[src/rtl/hazard_unit_mc.sv]
// Hazard unit for the 5-stage pipeline: forwarding, load-use/branch stall and flush, multi-cycle Execute FSM.
// Optional stall/flush performance counters are built only when HAZARD_PERF_EN is defined.
//
// state  | meaning
// IDLE   | no multi-cycle op holds Execute (a starting op is flagged combinationally)
// BUSY   | multi-cycle op draining; r_cnt counts the remaining Execute cycles
module hazard_unit_mc #(
    parameter int ADDR_W = 6,
    parameter int NUM_RP = 2,
    parameter int MC_LAT = 4,
    parameter int CNT_W  = 16
) (
    input  logic                     i_clk,
    input  logic                     i_reset,
    input  logic                     i_reg_write_m,
    input  logic                     i_reg_write_w,
    input  logic                     i_mem_to_reg_e,
    input  logic                     i_multi_cycle_e,
    input  logic                     i_branch_taken_e,
    input  logic                     i_pcsrc_d,
    input  logic                     i_pcsrc_e,
    input  logic                     i_pcsrc_m,
    input  logic                     i_pcsrc_w,
    input  logic [NUM_RP*ADDR_W-1:0] i_ra_d,
    input  logic [NUM_RP*ADDR_W-1:0] i_ra_e,
    input  logic [ADDR_W-1:0]        i_wa3_e,
    input  logic [ADDR_W-1:0]        i_wa3_m,
    input  logic [ADDR_W-1:0]        i_wa3_w,
    output logic [2*NUM_RP-1:0]      o_forward_e,
    output logic                     o_stall_f,
    output logic                     o_stall_d,
    output logic                     o_stall_e,
    output logic                     o_flush_d,
    output logic                     o_flush_e,
    output logic                     o_mc_busy,
    output logic [CNT_W-1:0]         o_stall_cnt,
    output logic [CNT_W-1:0]         o_flush_cnt
);

    localparam int            CW       = $clog2(MC_LAT) + 1;
    localparam bit            MC_EN    = (MC_LAT > 1);
    localparam logic [CW-1:0] CNT_LOAD = CW'(MC_LAT - 1);

    typedef enum logic {S_IDLE, S_BUSY} state_t;

    state_t              r_state;
    state_t              w_state_nxt;
    logic [CW-1:0]       r_cnt;
    logic [CW-1:0]       w_cnt_nxt;
    logic [2*NUM_RP-1:0] w_fwd;
    logic                w_ldrstall;
    logic                w_pcpend;
    logic                w_flush_e_idle;
    logic                w_mc_start;
    logic                w_mc_busy;
    logic                w_stall_f;
    logic                w_stall_d;
    logic                w_stall_e;
    logic                w_flush_d;
    logic                w_flush_e;

    // Memory stage result is younger than Writeback, so it takes priority.
    always_comb begin
        w_fwd      = '0;
        w_ldrstall = 1'b0;
        for (int i = 0; i < NUM_RP; i++) begin
            if (i_reg_write_m && (i_ra_e[i*ADDR_W +: ADDR_W] == i_wa3_m))
                w_fwd[2*i +: 2] = 2'b10;
            else if (i_reg_write_w && (i_ra_e[i*ADDR_W +: ADDR_W] == i_wa3_w))
                w_fwd[2*i +: 2] = 2'b01;
            if (i_ra_d[i*ADDR_W +: ADDR_W] == i_wa3_e)
                w_ldrstall = i_mem_to_reg_e;
        end
    end

    assign w_pcpend       = i_pcsrc_d | i_pcsrc_e | i_pcsrc_m;
    assign w_flush_e_idle = w_ldrstall | i_branch_taken_e;
    // An op being flushed out of Execute must not start the FSM.
    assign w_mc_start     = MC_EN && (r_state == S_IDLE) && i_multi_cycle_e && !w_flush_e_idle;
    assign w_mc_busy      = (r_state == S_BUSY) || w_mc_start;

    always_ff @(posedge i_clk) begin
        if (i_reset) begin
            r_state <= S_IDLE;
            r_cnt   <= '0;
        end else begin
            r_state <= w_state_nxt;
            r_cnt   <= w_cnt_nxt;
        end
    end

    always_comb begin
        w_state_nxt = r_state;
        w_cnt_nxt   = r_cnt;
        case (r_state)
            S_IDLE: begin
                if (w_mc_start) begin
                    w_state_nxt = S_BUSY;
                    w_cnt_nxt   = CNT_LOAD;
                end
            end
            S_BUSY: begin
                w_cnt_nxt = r_cnt - 1'b1;
                if (r_cnt == CW'(1))
                    w_state_nxt = S_IDLE;
            end
            default: begin
                w_state_nxt = S_IDLE;
                w_cnt_nxt   = '0;
            end
        endcase
    end

    // While busy, load-use and PC hazards are simply held back until the op drains.
    always_comb begin
        w_stall_f = 1'b0;
        w_stall_d = 1'b0;
        w_stall_e = 1'b0;
        w_flush_d = 1'b0;
        w_flush_e = 1'b0;
        if (i_reset) begin
            w_flush_d = 1'b1;
            w_flush_e = 1'b1;
        end else if (w_mc_busy) begin
            w_stall_f = 1'b1;
            w_stall_d = 1'b1;
            w_stall_e = 1'b1;
        end else begin
            w_stall_f = w_ldrstall | w_pcpend;
            w_flush_d = w_pcpend | i_pcsrc_w | i_branch_taken_e;
            w_flush_e = w_flush_e_idle;
            w_stall_d = w_ldrstall & ~w_flush_d;
        end
    end

    assign o_forward_e = i_reset ? '0 : w_fwd;
    assign o_mc_busy   = w_mc_busy & ~i_reset;
    assign o_stall_f   = w_stall_f;
    assign o_stall_d   = w_stall_d;
    assign o_stall_e   = w_stall_e;
    assign o_flush_d   = w_flush_d;
    assign o_flush_e   = w_flush_e;

`ifdef HAZARD_PERF_EN
    logic [CNT_W-1:0] r_stall_cnt;
    logic [CNT_W-1:0] r_flush_cnt;

    always_ff @(posedge i_clk) begin
        if (i_reset) begin
            r_stall_cnt <= '0;
            r_flush_cnt <= '0;
        end else begin
            if (w_stall_d && (r_stall_cnt != '1))
                r_stall_cnt <= r_stall_cnt + 1'b1;
            if (w_flush_e && (r_flush_cnt != '1))
                r_flush_cnt <= r_flush_cnt + 1'b1;
        end
    end

    assign o_stall_cnt = r_stall_cnt;
    assign o_flush_cnt = r_flush_cnt;
`else
    assign o_stall_cnt = '0;
    assign o_flush_cnt = '0;
`endif

endmodule
[config.mk]
export PLATFORM = sky130hd
export DESIGN_NAME = hazard_unit_mc
export DESIGN_NICKNAME = d
export VERILOG_FILES = /design/src/rtl/hazard_unit_mc.sv
export SDC_FILE = /design/constraint.sdc
export NUM_CORES = 1
export LEC_CHECK = 0
export CAP_MARGIN = 20
export CORE_UTILIZATION = 28
export CTS_CLUSTER_DIAMETER = 100
export DETAILED_ROUTE_END_ITERATION = 7
export GPL_ROUTABILITY_DRIVEN = 0
export HOLD_SLACK_MARGIN = 0.06
export PLACE_DENSITY = 0.81
export REMOVE_ABC_BUFFERS = 1
export SETUP_SLACK_MARGIN = 0.1
export SYNTH_ARGS = -nofsm -noshare
export SYNTH_HDL_FRONTEND = slang
export SYNTH_SLANG_ARGS = --single-unit
[constraint.sdc]
create_clock -name i_clk -period 1.4 [get_ports i_clk]
set_input_delay 0.28 -clock i_clk [delete_from_list [all_inputs] [get_ports i_clk]]
set_output_delay 0.28 -clock i_clk [all_outputs]
set_load 0.1 [all_outputs]
==> flow_metrics.tcl <==
set metrics [dict create \
    die_area_mm2 0.003873 \
    grt_max_degree 7 \
    dr.pass1.iters 4 \
    synth_area_mm2 0.001016 \
    crit_chain "buf_8 -> xnor2_4 -> nand4_1 -> o221a_1 -> a211o_1 -> buf_12" \
    finalHoldViolCount 0 \
    dp.cells 251 \
    routedWlPerCell_um 14.06 \
    ys_types 33 \
    design_area_mm2 0.002177 \
    slowest_stage "o221a_1" \
    synth_edf_count 0 \
    clk_path_buf_depth 2 \
    finClkSkew_ns 0.003918 \
    final_nets 273 \
    overflow 0 \
    track_usage 0.1815 \
    ys.warnings.count 0 \
    numCtsBuffers 3 \
    p_leak_nw 1.004 \
    crit_path_max_fanout 3 \
    totalWireLength_mm 3.685 \
    syn_avg_cell_area_um2 7.697 \
    insertion_delay_ns 0.24 \
    timing.final.crit_share 1.312 \
    drive_gt1_frac 0.6157 \
    outcome "complete, but fails checks" \
    final_common_cell "conb_1" \
    area_delta_synth_final_pct 114.3 \
    die_height_um 62.24 \
    hp-class "in -> reg" \
    drt_iter0_markers 40 \
    cts_tree "built" \
    worstSetupStartpointType "input port" \
    synth-seq-cells 4 \
    core-area_mm2 0.003416 \
    grt_pass1_wl_mm 5.520 \
    rsz0062_at_grt "true" \
    slew_violations 0 \
    maxCapViolations 0 \
    slowest_delay_ns 0.32 \
    critPathRequiredTime_ns 1.12 \
    viasPerCell 4.630 \
    cts.sinks 4 \
    worstSetupEndpointType "output port" \
    cts_hold_buf 0 \
    rows 21 \
    ir_drop_mv 0.3170 \
    clock-root-buffer "clkbuf_4" \
    crit_buf_inv 2 \
    vias 1213 \
    pre_cts_ws_ns -0.8419 \
    finalSetupViolations 10 \
    critPathTopFamily "compound AO/OA/AOI/OAI gates" \
    post_dp_cell_area_mm2 0.001768 \
    fmax_mhz 544.3 \
    postRouteAntennaNets 0 \
    synthArstFlopShare 0 \
    initial_utilization 0.2974 \
    ioPinCount 95 \
    syn_inst 132 \
    fin_ws_ns -0.4371 \
    post-dp-hpwl_mm 2.473 \
    fillers 300 \
    remaining_drc_errors 0 \
    powerDensity_mw_per_mm2 646.5 \
    critical_path_class "in -> out" \
    seq_area_frac_synth 0.07882 \
    diodes 0 \
    synthFlopType "dfxtp_1" \
    finalCriticalPeriod_ns 1.837 \
    dieWidth_um 62.24 \
    arrival_ns 1.56 \
    seq_area_um2 80.08 \
    stdcell_count 262 \
    clkTransAtPathRegs_ns 0.04 \
    layout_common_cells "conb_1, buf_2, xnor2_2" \
    grt_antenna_before_repair 0 \
    grt_pass1_vias 1242 \
    failed_checks "setup timing" \
    multi_input_area_mm2 0.001186 \
    port_buffers 62 \
    htreeDepth 1 \
]
cells by family after synthesis:
kind of cell | Yosys count | synth area share
XOR/XNOR | 36 | 0.3104
buffers and inverters | 40 | 0.2697
adder cells (fa/ha/maj) | 2 | 0.02463
AND/OR/NAND/NOR | 34 | 0.1884
other | 1 | 0.003691
flip-flops | 4 | 0.07882
AO/OA/AOI/OAI | 15 | 0.1244
final timing paths:
path	startpoint	end	slack (ns)	cells after the start
max	i_ra_d[8]	o_stall_d	-0.44	6
min	i_reset	r_cnt[1]	0.45	4
max reg2reg	r_cnt[0]	r_cnt[2]	0.23	5
min reg2reg	r_cnt[1]	r_cnt[1]	0.52	2
cell type report:
class | instances | share of cell area
Multi-Input combinational cell | 119 | 0.5448
Clock buffer | 3 | 0.01034
Timing Repair Buffer | 85 | 0.3730
Tap cell | 46 | 0.02644
Sequential cell | 4 | 0.03678
Inverter | 5 | 0.008621
worst register-to-register path, stage by stage (launching register included):
cell	delay (ns)
dfxtp_1	0.37
inv_1	0.06
ha_1	0.20
nor4b_1	0.14
a31oi_1	0.17
o41ai_1	0.10
synth_stat cells, drive strengths merged, types with 2 or more instances:
| cell type | count | share of area |
|---|---|---|
| nor2b | 2 | 0.012 |
| a21oi | 2 | 0.0099 |
| nand3 | 4 | 0.020 |
| and4 | 2 | 0.017 |
| nor4 | 3 | 0.018 |
| dfxtp | 4 | 0.079 |
| inv | 5 | 0.018 |
| nand2 | 3 | 0.011 |
| and3 | 2 | 0.012 |
| a221oi | 3 | 0.032 |
| ha | 2 | 0.025 |
| xor2 | 2 | 0.017 |
| buf | 33 | 0.24 |
| clkbuf | 2 | 0.0074 |
| nor2 | 4 | 0.015 |
| xnor2 | 34 | 0.29 |
| nor3 | 5 | 0.025 |
| nand4 | 6 | 0.037 |
metrics by stage:
stage | hold WS [ns] | utilization | total power, mW | setup TNS [ns]
final | 0.4516 | 0.6374 | 1.408 | -2.899
after global routing | 0.4641 | 0.6374 | 1.470 | -3.316
after CTS | 0.4728 | 0.5938 | 1.333 | -2.479
after detailed placement | 0.5179 | 0.5176 | 1.101 | -8.215
after global placement | 0.4849 | 0.5176 | 1.091 | -7.826
after floorplan | 0.3587 | - | 0.7890 | -16.99
report_power, final:
group          internal [mW]  leakage (nW)  switching, mW
combinational          0.380         0.957          0.743
sequential             0.127        0.0331         0.0110
clock                 0.0961        0.0138         0.0503
total                  0.603          1.00          0.805
sequential cells by signal (all words and copies together) (netlist names):
name     flops
r_cnt        3
r_state      1
routing by layer:
layer	wire (um)	GRT usage	up-vias
met4	106	0.06105	0
met5	0	0	-
met2	2191	0.3819	69
li1	-	-	566
met3	212	0.04779	10
met1	1174	0.1608	568
timing repair:
item                                    4_1_cts  5_1_grt
cloned                                        0        0
endpoints found under the setup margin       14       10
buffers inserted                              6        3
pin swaps                                    56       19
gates resized for setup                     257       30
(Power assumes the default switching activity.)
